===== src/rtl/mpmc9_pkg.sv =====
// Shared types and constants for the mpmc9 strip sequencer.
package mpmc9_pkg;

  typedef enum logic [2:0] {
    SEQ_IDLE    = 3'd0,
    SEQ_WR_DATA = 3'd1,
    SEQ_WR_CMD  = 3'd2,
    SEQ_RD_CMD  = 3'd3,
    SEQ_RD_WAIT = 3'd4,
    SEQ_DONE    = 3'd5
  } seq_state_t;

  localparam logic [2:0] CMD_WRITE = 3'b000;
  localparam logic [2:0] CMD_READ  = 3'b001;

  localparam int unsigned       WDOG_W     = 12;
  localparam logic [WDOG_W-1:0] WDOG_LIMIT = 12'hFFF;

endpackage


===== src/rtl/mpmc9_rd_return_cnt.sv =====
// Counts returning MIG read beats; flags when the beat for strip 'last' has arrived.
module mpmc9_rd_return_cnt #(
  parameter int unsigned STRIP_W = 6
) (
  input  logic               clk,
  input  logic               rst_n,
  input  logic               clr,
  input  logic               en,
  input  logic               beat,
  input  logic [STRIP_W-1:0] last,
  output logic               rd_valid,
  output logic [STRIP_W-1:0] rd_strip,
  output logic               all_returned,
  output logic               last_beat_c
);

  logic [STRIP_W-1:0] cnt;
  logic               take_c;

  assign take_c      = en && beat && !all_returned;
  assign last_beat_c = take_c && (cnt == last);

  // Count saturates at last so it never wraps.
  always_ff @(posedge clk) begin
    if (!rst_n) begin
      cnt          <= '0;
      rd_valid     <= 1'b0;
      rd_strip     <= '0;
      all_returned <= 1'b0;
    end else begin
      rd_valid <= take_c;
      if (clr) begin
        cnt          <= '0;
        rd_strip     <= '0;
        all_returned <= 1'b0;
      end else if (take_c) begin
        rd_strip <= cnt;
        if (cnt == last) all_returned <= 1'b1;
        else             cnt          <= cnt + STRIP_W'(1);
      end
    end
  end

endmodule


===== src/rtl/mpmc9_strip_seq.sv =====
// Sequences one multi-strip read/write burst onto the MIG app interface.
// Optional stall watchdog with err output: define MPMC9_SEQ_WATCHDOG_EN.
module mpmc9_strip_seq
  import mpmc9_pkg::*;
#(
  parameter int unsigned ADDR_W   = 29,
  parameter int unsigned DATA_W   = 128,
  parameter int unsigned STRIP_W  = 6,
  parameter int unsigned ADDR_INC = 8
) (
  input  logic                  clk,
  input  logic                  rst_n,
  input  logic                  calib_done,
  input  logic                  req,
  input  logic                  req_we,
  input  logic [ADDR_W-1:0]     req_adr,
  input  logic [STRIP_W-1:0]    req_num_strips,
  output logic                  req_ack,
  output logic                  busy,
  output logic                  done,
`ifdef MPMC9_SEQ_WATCHDOG_EN
  output logic                  err,
`endif
  input  logic [DATA_W-1:0]     wr_data,
  input  logic [DATA_W/8-1:0]   wr_mask,
  output logic [STRIP_W-1:0]    strip_cnt,
  output logic                  app_en,
  output logic [2:0]            app_cmd,
  output logic [ADDR_W-1:0]     app_addr,
  input  logic                  app_rdy,
  output logic                  app_wdf_wren,
  output logic                  app_wdf_end,
  output logic [DATA_W-1:0]     app_wdf_data,
  output logic [DATA_W/8-1:0]   app_wdf_mask,
  input  logic                  app_wdf_rdy,
  input  logic                  app_rd_data_valid,
  output logic                  rd_valid,
  output logic [STRIP_W-1:0]    rd_strip
);

  seq_state_t         state, next_state;
  logic [STRIP_W-1:0] last;
  logic               accept_c, step_c, cmd_last_c, busy_st_c, wdog_fire_c;
  logic               en_d, wren_d, busy_d;
  logic               rd_en_c, all_returned, last_beat_c;

  assign cmd_last_c = (strip_cnt == last);
  assign busy_st_c  = state inside {SEQ_WR_DATA, SEQ_WR_CMD, SEQ_RD_CMD, SEQ_RD_WAIT};
  assign rd_en_c    = (state == SEQ_RD_CMD) || (state == SEQ_RD_WAIT);

  // Write data is indexed by strip_cnt and qualified by the registered wren.
  assign app_wdf_data = wr_data;
  assign app_wdf_mask = wr_mask;
  assign app_wdf_end  = app_wdf_wren;

  mpmc9_rd_return_cnt #(.STRIP_W(STRIP_W)) u_rd_cnt (
    .clk          (clk),
    .rst_n        (rst_n),
    .clr          (accept_c),
    .en           (rd_en_c),
    .beat         (app_rd_data_valid),
    .last         (last),
    .rd_valid     (rd_valid),
    .rd_strip     (rd_strip),
    .all_returned (all_returned),
    .last_beat_c  (last_beat_c)
  );

  always_ff @(posedge clk) begin
    if (!rst_n) state <= SEQ_IDLE;
    else        state <= next_state;
  end

  always_comb begin
    next_state = state;
    case (state)
      SEQ_IDLE:    if (req && calib_done) next_state = req_we ? SEQ_WR_DATA : SEQ_RD_CMD;
      SEQ_WR_DATA: if (app_wdf_rdy) next_state = SEQ_WR_CMD;
      SEQ_WR_CMD:  if (app_rdy) next_state = cmd_last_c ? SEQ_DONE : SEQ_WR_DATA;
      SEQ_RD_CMD:  if (app_rdy && cmd_last_c) next_state = SEQ_RD_WAIT;
      SEQ_RD_WAIT: if (all_returned || last_beat_c) next_state = SEQ_DONE;
      SEQ_DONE:    next_state = SEQ_IDLE;
      default:     next_state = SEQ_IDLE;
    endcase
    if (wdog_fire_c) next_state = SEQ_DONE;
  end

  // Output process: next values of the registered handshake outputs.
  always_comb begin
    accept_c = 1'b0;
    step_c   = 1'b0;
    case (state)
      SEQ_IDLE:               accept_c = req && calib_done;
      SEQ_WR_CMD, SEQ_RD_CMD: step_c   = app_rdy && !cmd_last_c && !wdog_fire_c;
      default: ;
    endcase
    en_d   = (next_state == SEQ_WR_CMD) || (next_state == SEQ_RD_CMD);
    wren_d = (next_state == SEQ_WR_DATA);
    busy_d = next_state inside {SEQ_WR_DATA, SEQ_WR_CMD, SEQ_RD_CMD, SEQ_RD_WAIT};
  end

  always_ff @(posedge clk) begin
    if (!rst_n) begin
      req_ack      <= 1'b0;
      busy         <= 1'b0;
      done         <= 1'b0;
      app_en       <= 1'b0;
      app_wdf_wren <= 1'b0;
      app_cmd      <= 3'b000;
      app_addr     <= '0;
      strip_cnt    <= '0;
      last         <= '0;
    end else begin
      req_ack      <= accept_c;
      busy         <= busy_d;
      done         <= (state == SEQ_DONE);
      app_en       <= en_d;
      app_wdf_wren <= wren_d;
      if (accept_c) begin
        app_addr  <= req_adr;
        last      <= req_num_strips;
        app_cmd   <= req_we ? CMD_WRITE : CMD_READ;
        strip_cnt <= '0;
      end else if (step_c) begin
        app_addr  <= app_addr + ADDR_W'(ADDR_INC);
        strip_cnt <= strip_cnt + STRIP_W'(1);
      end
    end
  end

`ifdef MPMC9_SEQ_WATCHDOG_EN
  logic [WDOG_W-1:0] wdog_cnt;
  logic              wdog_hit;

  assign wdog_fire_c = busy_st_c && (wdog_cnt == WDOG_LIMIT);

  // Any MIG handshake activity while busy restarts the stall window.
  always_ff @(posedge clk) begin
    if (!rst_n) begin
      wdog_cnt <= '0;
      wdog_hit <= 1'b0;
      err      <= 1'b0;
    end else begin
      if (!busy_st_c || app_rdy || app_wdf_rdy || app_rd_data_valid) wdog_cnt <= '0;
      else if (!wdog_fire_c)                                         wdog_cnt <= wdog_cnt + WDOG_W'(1);
      if (accept_c)         wdog_hit <= 1'b0;
      else if (wdog_fire_c) wdog_hit <= 1'b1;
      err <= (state == SEQ_DONE) && wdog_hit;
    end
  end
`else
  assign wdog_fire_c = 1'b0;
`endif

endmodule


===== config.mk =====
export PLATFORM = sky130hd
export DESIGN_NAME = mpmc9_strip_seq
export DESIGN_NICKNAME = d
export VERILOG_FILES = /design/src/rtl/mpmc9_pkg.sv /design/src/rtl/mpmc9_rd_return_cnt.sv /design/src/rtl/mpmc9_strip_seq.sv
export SDC_FILE = /design/constraint.sdc
export NUM_CORES = 1
export LEC_CHECK = 0
export CAP_MARGIN = 20
export CORE_AREA = 2 2 149 151
export CTS_BUF_LIST = sky130_fd_sc_hd__clkbuf_8
export CTS_CLUSTER_DIAMETER = 30
export CTS_CLUSTER_SIZE = 30
export DETAILED_ROUTE_END_ITERATION = 12
export DIE_AREA = 0 0 151 153
export GPL_TIMING_DRIVEN = 0
export SYNTH_ARGS = -nofsm -noshare
export SYNTH_HDL_FRONTEND = slang
export SYNTH_SLANG_ARGS = --single-unit

===== constraint.sdc =====
create_clock -name clk -period 2.04 [get_ports clk]
set_clock_uncertainty 0.15 [all_clocks]
set_input_delay 0.408 -clock clk [delete_from_list [all_inputs] [get_ports clk]]
set_output_delay 0.408 -clock clk [all_outputs]
set_load 0.05 [all_outputs]

# Word-level counts from Yosys, hierarchy flattened
# Index checks and enable logic that the tools add are counted.
[classes] n_bitwise=2 addsub=3 n_reduce_logical=18 muxes=13 n_eq_ne=11
[op_table] operator="29-bit 2-to-1 mux" count=2
[op_table] operator="29-bit by 4-bit adder with 29-bit output, second input constant" count=1
[op_table] operator="3-bit 2-to-1 mux" count=6
[op_table] operator="3-bit case mux with 5 select lines" count=1
[op_table] operator="6-bit by 1-bit adder with 6-bit output, second input constant" count=2
[op_table] operator="3-bit by 2-bit == test with 1-bit output, second input constant" count=4
[op_table] operator="6-bit == test" count=2
[op_table] operator="3-bit == test, second input constant" count=3
[op_table] operator="3-bit by 1-bit == test with 1-bit output, second input constant" count=2
[op_table] operator="1-bit logical AND" count=6
[op_table] operator="2-bit AND reduction" count=2
[op_table] operator="4-bit nonzero test" count=1
[op_table] operator="2-bit OR reduction" count=2
[op_table] operator="3-bit zero test" count=1
[op_table] operator="1-bit logical OR" count=3
[op_table] operator="1-bit 2-to-1 mux" count=3
[op_table] operator="1-bit zero test" count=2
[op_table] operator="2-bit 2-to-1 mux" count=1
[op_table] operator="1-bit inverter" count=2
[op_table] operator="2-bit nonzero test" count=1
[word_totals] input_bits=187 wordCells=61 output_inout_bits=195 register_bits=66

# Logic depth before layout (Yosys ltp)
# Gate-level depths: netlist (run 1).
[depth] depth_word=10 ltp_mapped=8 ltp_nobuf=6

# Modules after synthesis
# A second synthesis (run 1) with hierarchy kept.
[unflattened] cells_unflattened=518 hier_area_um2=4141.5
[modules_own_cells] module="mpmc9_strip_seq" n_inst=1 cells_per_inst=441 seq_area_each_um2=1001.0 area_each_um2=3515.9
[modules_own_cells] module="mpmc9_rd_return_cnt" n_inst=1 cells_per_inst=77 seq_area_each_um2=280.3 area_each_um2=625.6

# Worst setup path after synthesis (run 1)
# Ideal clock, no wire load.
[synth_path] kind="reg2reg" from="register app_addr[3]" to="register app_addr[17]" required_ns=1.811 slack_ns=-0.502 n_path_buf=1 period_less_slack_ns=2.542 path_stages_with_launch=8 setup_ns=0.079 t_arrival_ns=2.312 cell_sequence="dfxtp_1 > ha_1 > nand3_1 > or4_1 > buf_4 > a2111oi_4 > xnor2_1 > a211oi_2"
[synth_via] elab_chain_len=3
[synth_rtl] item="from (decl)" line_no="mpmc9_strip_seq.sv:29" rtl="output logic [ADDR_W-1:0] app_addr,"
[synth_rtl] item="from (signal assigned)" line_no="mpmc9_strip_seq.sv:120" rtl="app_addr <= req_adr;"
[synth_rtl] item="from (signal assigned)" line_no="mpmc9_strip_seq.sv:125" rtl="app_addr <= app_addr + ADDR_W'(ADDR_INC);"
[synth_rtl] item="29-bit by 4-bit adder with 29-bit output" line_no="mpmc9_strip_seq.sv:125"
[synth_rtl] item="29-bit 2-to-1 mux" line_no="mpmc9_strip_seq.sv:124" rtl="end else if (step_c) begin"
[synth_rtl] item="29-bit 2-to-1 mux" line_no="mpmc9_strip_seq.sv:119" rtl="if (accept_c) begin"
# Every way passes these cells. The select of a mux whose other input is x is not followed.
# A chain may end at the register's enable or synchronous reset.

# Worst setup path after layout (run 1)
[layout_path] from="register last[2]" to="register app_addr[24]"
[layout_via] elab_chain_len=5
[layout_rtl] item="from (decl)" line_no="mpmc9_strip_seq.sv:42" rtl="logic [STRIP_W-1:0] last;"
[layout_rtl] item="from (signal assigned)" line_no="mpmc9_strip_seq.sv:121" rtl="last <= req_num_strips;"
[layout_rtl] item="6-bit == test" line_no="mpmc9_strip_seq.sv:47" rtl="assign cmd_last_c = (strip_cnt == last);"
[layout_rtl] item="1-bit zero test" line_no="mpmc9_strip_seq.sv:94" rtl="SEQ_WR_CMD, SEQ_RD_CMD: step_c = app_rdy && !cmd_last_c && !wdog_fire_c;"
[layout_rtl] item="1-bit logical AND" line_no="mpmc9_strip_seq.sv:94"
[layout_rtl] item="1-bit 2-to-1 mux" line_no="mpmc9_strip_seq.sv:92" rtl="case (state)"
[layout_rtl] item="2-bit nonzero test (no source line)"
# Every way passes these cells.

==> run metrics, run 1 <==
status finished, final reports clean; number of global-route vias before repair 4377; worst hold start app_addr[0]$_SDFFE_PN0P_; antenna cells 0; clk_lat worst skew 360 ps; CP peak stage delay 370 ps; ratio of cells with drive above 1 in the final layout 35.1%; CTS root buf clkbuf_8; residual DRC count 0; Reg2Reg Capture Point app_addr[24]$_SDFFE_PN0P_; hold path cells 2; PD cells 586 nW/um^2; Max Cap Viol 0; Final Cycle Share 99.8%; Crit path max-delay family buffers and inverters; total number of yosys warnings 0; Initial Utilization 20.7%; EDFF count, synth 0; sequential fraction of the synthesis area 28.8%; Placer Congestion 0.796; Final Max Tran Viols 0; Non-Filler Instances 1093; hold endpoint app_addr[0]$_SDFFE_PN0P_; CP bufs+invs 4; fin crit period 2040 ps; commonest non-fill, non-tap cell in the layout clkdlybuf4s50_1; r2r worst-path depth 8; critical path peak fanout 5; most frequent cells in the layout clkdlybuf4s50_1 (185), buf_4 (174), nand2_1 (50); IO Port Bufs 235; HP Class register to register; area delta synth->final 80.0%; Die ar. 23100 um^2; fraction of registers with async set/reset 0%; Via density 4.21; post-cts hold buffer count 0; Routed Antenna Nets 0; Post-Syn Area 4450 um^2; Reg clk slew, reported paths 80 ps; Critical Path Start Type register; grt total ovfl 0; WP data required 2140 ps; CP max-delay cell dfxtp_4; r2r setup slk 3 ps; CTS tree done; detailed-route wire length per cell 14.8 um; Pleak 3.32 nW; critical-path cell list xor2_4, nor4_4, buf_6, buf_6, a2111oi_4, buf_4, buf_4, a221o_1; Hold WS 312 ps; Crit. End Element register; Clock Path Buffers 2; Primary FF master, synth dfxtp_1; Slew HR 62.1%; FF/Latch Area 1390 um^2; detailed router's first-iteration violation count 158; first-pass GRT wire length 23.7 mm; Slew @ Worst Pin 569 ps; number of fill cells 2204; htree depth 3; Sink Count 64; reg2reg start last[2]$_SDFFE_PN0P_; RSZ-0062 raised after global routing yes; core area 21500 um^2; syn_area_per_cell 8.33 um^2; kind of critical path register to register; initial antenna violation count 0; Ports 382; row cnt 54; cts bufs inserted 9; WL final 16.2 mm; Die Width 151 um; Seq cells post-synth 64; Yosys cell types 58; final instance area 8010 um^2; Vias 4598; NumNets Final 998; Vert. Die Dim 153 um; Inst Count DP 1050; Fin Setup TNS 0 ps; Mapped Cells 534; area of the multi-input gates 2260 um^2; critical path launch point last[2]$_SDFFE_PN0P_; f_max 491 MHz; Detailed Place HPWL 12.9 mm; drt pass-1 iters 4; final design utilization 37.3%; Post-Place Cell Area 7280 um^2; WP depth 8; gr usage total 13.2%; final setup vio count 0; Final Hold Fails 0; Critical Path AT 2140 ps; largest net degree at the start of global routing 14; IR drop worst, VDD 0.409 mV
routing by layer:
metal / track usage, % / share of wire [%] / vias to the layer above
li1: - / - / 2238
met1: 14.5 / 38 / 2117
met2: 25.1 / 53 / 230
met3: 3.73 / 8.6 / 13
met4: 2.49 / 0.81 / 0
met5: 0 / 0 / -
where the power goes:
group	total, mW	internal [mW]	leakage (nW)	switching (mW)
sequential	1.44	1.33	0.543	0.112
combinational	2.09	0.789	2.68	1.30
clock	1.16	0.576	0.105	0.588
total	4.69	2.69	3.32	2.00
layout make-up:
class                   instances  share of cell area, %
repair buffers                264                   31.5
well taps                     280                   4.38
inverters                      12                  0.563
multi-input cells             289                   28.2
plain buffers                 168                   15.6
clock inverters                 7                  0.953
flip-flops and latches         64                   17.3
clock buffers                   9                   1.55
metrics by stage:
step | power, mW | worst slack [ps]
after CTS | 4.70 | -11.8
after detailed placement | 3.49 | -857
after global placement | 3.48 | -831
after global routing | 4.91 | -57.9
final | 4.69 | 3.49
after floorplan | 2.82 | -78.2
worst reg2reg max path, stage by stage, from the launching register on:
cell and delay (ps):
dfxtp_4 370, xor2_4 190, nor4_4 260, buf_6 180, buf_6 140, a2111oi_4 60, buf_4 170, buf_4 130
a221o_1 270
state kept, by name (all words and copies together), names as in the netlist, 3 cells and up:
register,flops
strip_cnt,6
u_rd_cnt.rd_strip,6
u_rd_cnt.cnt,6
state,3
app_addr,29
last,6
synth_stat cells, drive strengths merged (2+ instances only):
master / count / area, um^2
a2111oi: 16 / 205
a211o: 3 / 26.3
a211oi: 10 / 80.1
a21oi: 28 / 148
a221o: 2 / 20.0
a31o: 2 / 17.5
and2: 2 / 12.5
and3: 2 / 12.5
and4: 5 / 43.8
buf: 154 / 1140
clkbuf: 16 / 60.1
dfxtp: 64 / 1280
ha: 3 / 37.5
inv: 12 / 45.0
mux2i: 13 / 130
nand2: 51 / 191
nand2b: 3 / 18.8
nand3: 19 / 95.1
nand3b: 4 / 42.5
nand4: 6 / 37.5
nor2: 31 / 116
nor2b: 2 / 12.5
nor3: 4 / 20.0
nor3b: 5 / 37.5
nor4: 2 / 33.8
o21ai: 18 / 90.1
o22ai: 2 / 12.5
o2bb2ai: 2 / 17.5
xnor2: 24 / 210
xor2: 12 / 105
cells by family (layout without fill, tap and decap cells):
family	count (synthesis)	in the layout	share of synthesized area (%)
multiplexers	13	13	2.93
other	1	2	0.0843
AND/OR/NAND/NOR	142	142	16.3
flip-flops	64	64	28.8
adder cells (fa/ha/maj)	3	3	0.844
AO/OA/AOI/OAI	93	93	15.9
XOR/XNOR	36	36	7.09
buffers and inverters	182	460	28.1
what timing repair did:
item / in CTS / in global routing
buffers inserted: 15 / 15
endpoints found under the setup margin: 112 / 58
endpoints found under the hold margin: 0 / 0
gates resized for setup: 109 / 39
pin swaps: 15 / 11
worst max path at each step:
| stage | slack, ps | to |
|---|---|---|
| after floorplan | -80 | app_addr[12]$_SDFFE_PN0P_ |
| after global placement | -830 | app_addr[25]$_SDFFE_PN0P_ |
| after detailed placement | -860 | app_addr[25]$_SDFFE_PN0P_ |
| after CTS | -10 | app_addr[27]$_SDFFE_PN0P_ |
| after global routing | -60 | app_addr[24]$_SDFFE_PN0P_ |
| final | 3 | app_addr[24]$_SDFFE_PN0P_ |
(Power assumes the default switching activity.)
==> run 2, diff against run 1 <==
Settings changed: CELL_PAD_IN_SITES_DETAIL_PLACEMENT from default to 1, CELL_PAD_IN_SITES_GLOBAL_PLACEMENT from default to 2, CORE_AREA 2 2 149 151 to default, CORE_MARGIN from default to 2, CORE_UTILIZATION from default to 14, DIE_AREA 0 0 151 153 to default, PLACE_DENSITY_LB_ADDON from default to 0.1, SLEW_MARGIN from default to 10.
==> run 2 against run 1 <==
The flow now finishes with violations (setup timing). Count of clock-buffer cells in the layout is 1 higher. Routed wire length is 16% higher. Flip-flop and latch count stayed put. Critical path type unchanged. Critical path depth stayed put. Largest cell class unchanged. Fmax is 3.8% lower. Combinational power is 5% higher. Cell count is 13% higher. Clock power is 26% higher. Die area is 44% higher. Sequential power hardly changed.
==> run metrics, run 2 (synthesis results as in run 1) <==
Detailed Place HPWL 14.7 mm (was 12.9 mm); Vias 4740 (was 4598); post-cts hold buffer count 0 (unchanged); IO Port Bufs 235 (unchanged); grt total ovfl 0 (unchanged); commonest non-fill, non-tap cell in the layout buf_4 (was clkdlybuf4s50_1); sequential power share 28.4% (was 30.7%); WL final 18.8 mm (was 16.2 mm); RSZ-0062 raised after global routing yes (unchanged); row cnt 65 (was 54); PD cells 604 nW/um^2 (was 586 nW/um^2); dpl ws -1000 ps (was -857 ps); Largest register FFs 29 (unchanged); Pint 3.04 mW (was 2.69 mW); Initial Utilization 14.2% (was 20.7%); kind of critical path register to register (unchanged); critical path launch point app_addr[3]$_SDFFE_PN0P_ (was last[2]$_SDFFE_PN0P_); gr usage total 10.7% (was 13.2%); Die Width 182 um (was 151 um); Final Hold Fails 0 (unchanged); Reg2Reg Capture Point app_addr[19]$_SDFFE_PN0P_ (was app_addr[24]$_SDFFE_PN0P_); Fin Setup TNS -213 ps (was 0 ps); critical path peak fanout 7 (was 5); IR drop worst, VDD 0.321 mV (was 0.409 mV); Clock Path Buffers 2 (unchanged); Vert. Die Dim 182 um (was 153 um); clk_lat worst skew 370 ps (was 360 ps); largest net degree at the start of global routing 13 (was 14); Final Max Tran Viols 0 (unchanged); Max Cap Viol 0 (unchanged); r2r setup slk -80 ps (was 3 ps); drt pass-1 iters 7 (was 4); Critical Path Start Type register (unchanged); Die ar. 33200 um^2 (was 23100 um^2); number of global-route vias before repair 4905 (was 4377); Routed Antenna Nets 0 (unchanged); fin crit period 2120 ps (was 2040 ps); failing checks setup timing; status complete, but fails checks (was finished, final reports clean); Clock power frac 28.7% (was 24.8%); CP Capture Point app_addr[19]$_SDFFE_PN0P_ (was app_addr[24]$_SDFFE_PN0P_); Hold WS 311 ps (was 312 ps); Worst Slack Setup Final -76.8 ps (was 3.49 ps); CTS root buf clkbuf_8 (unchanged); worst hold start app_addr[2]$_SDFFE_PN0P_ (was app_addr[0]$_SDFFE_PN0P_); final instance area 8440 um^2 (was 8010 um^2); Pleak 3.47 nW (was 3.32 nW); r2r worst-path depth 8 (unchanged); Via density 3.84 (was 4.21); residual DRC count 0 (unchanged); first-pass GRT wire length 27.8 mm (was 23.7 mm); Crit. End Element register (unchanged); Ports 382 (unchanged); NumNets Final 1017 (was 998); Post-Place Cell Area 7440 um^2 (was 7280 um^2); Slew @ Worst Pin 731 ps (was 569 ps); detailed router's first-iteration violation count 117 (was 158); CTS tree done (unchanged); HP Class register to register (unchanged); Final Cycle Share 104% (was 99.8%); area delta synth->final 89.8% (was 80.0%); cts bufs inserted 9 (unchanged); Reg clk slew, reported paths 90 ps (was 80 ps); f_max 472 MHz (was 491 MHz); Psw 2.06 mW (was 2.00 mW); initial antenna violation count 0 (unchanged); Slew HR 51.3% (was 62.1%); ratio of cells with drive above 1 in the final layout 37.1% (was 35.1%); most frequent cells in the layout buf_4 (187), clkdlybuf4s50_1 (185), nand2_1 (50) (was clkdlybuf4s50_1 (185), buf_4 (174), nand2_1 (50)); Sink Count 64 (unchanged); switching part of the total 40.4% (was 42.6%); Combinational Power Share 42.9% (was 44.5%); core area 31400 um^2 (was 21500 um^2); detailed-route wire length per cell 15.2 um (was 14.8 um); Top reg by flops app_addr (unchanged); Critical Path AT 2230 ps (was 2140 ps); reg2reg start app_addr[3]$_SDFFE_PN0P_ (was last[2]$_SDFFE_PN0P_); WP data required 2150 ps (was 2140 ps); number of fill cells 3667 (was 2204); antenna cells 0 (unchanged); Placer Congestion 0.689 (was 0.796); htree depth 3 (unchanged); final setup vio count 7 (was 0)
## run 2: changes by cell type in the layout (fill, tap and decap cells not counted), moves of 3 or more
cell,change
a2111oi_4,-4
dfxtp_2,+3
buf_12,+3
buf_4,+13
a2111oi_2,+3
buf_8,+3
## run 2: layout make-up
cell class	instances	area (um^2)	area share [%]
plain buffers	169	1290	15.3
inverters	12	45.0	0.534
well taps	402	503	5.96
multi-input cells	289	2270	26.9
clock inverters	6	115	1.36
clock buffers	10	138	1.63
flip-flops and latches	64	1390	16.4
repair buffers	282	2690	31.9
## run 2: what timing repair did
item | CTS | global route
hold endpoints to repair | 0 | 0
pin swaps | 21 | 22
cloned | 0 | 0
endpoints found under the setup margin | 112 | 47
resized for setup | 120 | 41
buffers inserted | 25 | 22
## run 2: worst min-delay path by stage
stage / to / slack [ps] / cells past startpoint
global route: app_addr[0]$_SDFFE_PN0P_ / 330 / 2
global placement: app_addr[0]$_SDFFE_PN0P_ / 300 / 2
CTS: app_addr[2]$_SDFFE_PN0P_ / 320 / 2
detailed placement: app_addr[1]$_SDFFE_PN0P_ / 300 / 2
finish: app_addr[2]$_SDFFE_PN0P_ / 310 / 2
floorplan: last[0]$_SDFFE_PN0P_ / 320 / 2
## run 2: critical path: stages (launching register included)
cell,delay [ps]
dfxtp_4,380
ha_4,150
nand3_4,60
or4_4,550
buf_12,160
buf_12,120
a2111oi_4,210
xnor2_1,160
o21ai_1,70
## run 2: power groups by stage
stage                     Combinational, mW  Sequential [mW]  Clock, mW
after floorplan                        1.13             1.68          0
after global placement                 2.03             1.48          0
after detailed placement               2.04             1.48          0
after CTS                              2.12             1.45       1.54
after global routing                   2.30             1.47       1.58
final                                  2.19             1.45       1.46
## run 2: stage by stage
| step | std cells | power (mW) | utilization, % |
|---|---|---|---|
| floorplan | 535 | 2.82 | - |
| global placement | 1172 | 3.51 | 23.7 |
| detailed placement | 1172 | 3.52 | 23.7 |
| CTS | 1212 | 5.12 | 25.8 |
| global route | 1234 | 5.35 | 26.9 |
| finish | 1234 | 5.10 | 26.9 |
## run 2: layer usage
layer / global-route usage [%] / up-vias / wire length (um)
met5: 0 / - / 0
li1: - / 2267 / -
met4: 1.87 / 0 / 116
met1: 12.9 / 2252 / 7880
met2: 19.4 / 212 / 9640
met3: 2.57 / 9 / 1150
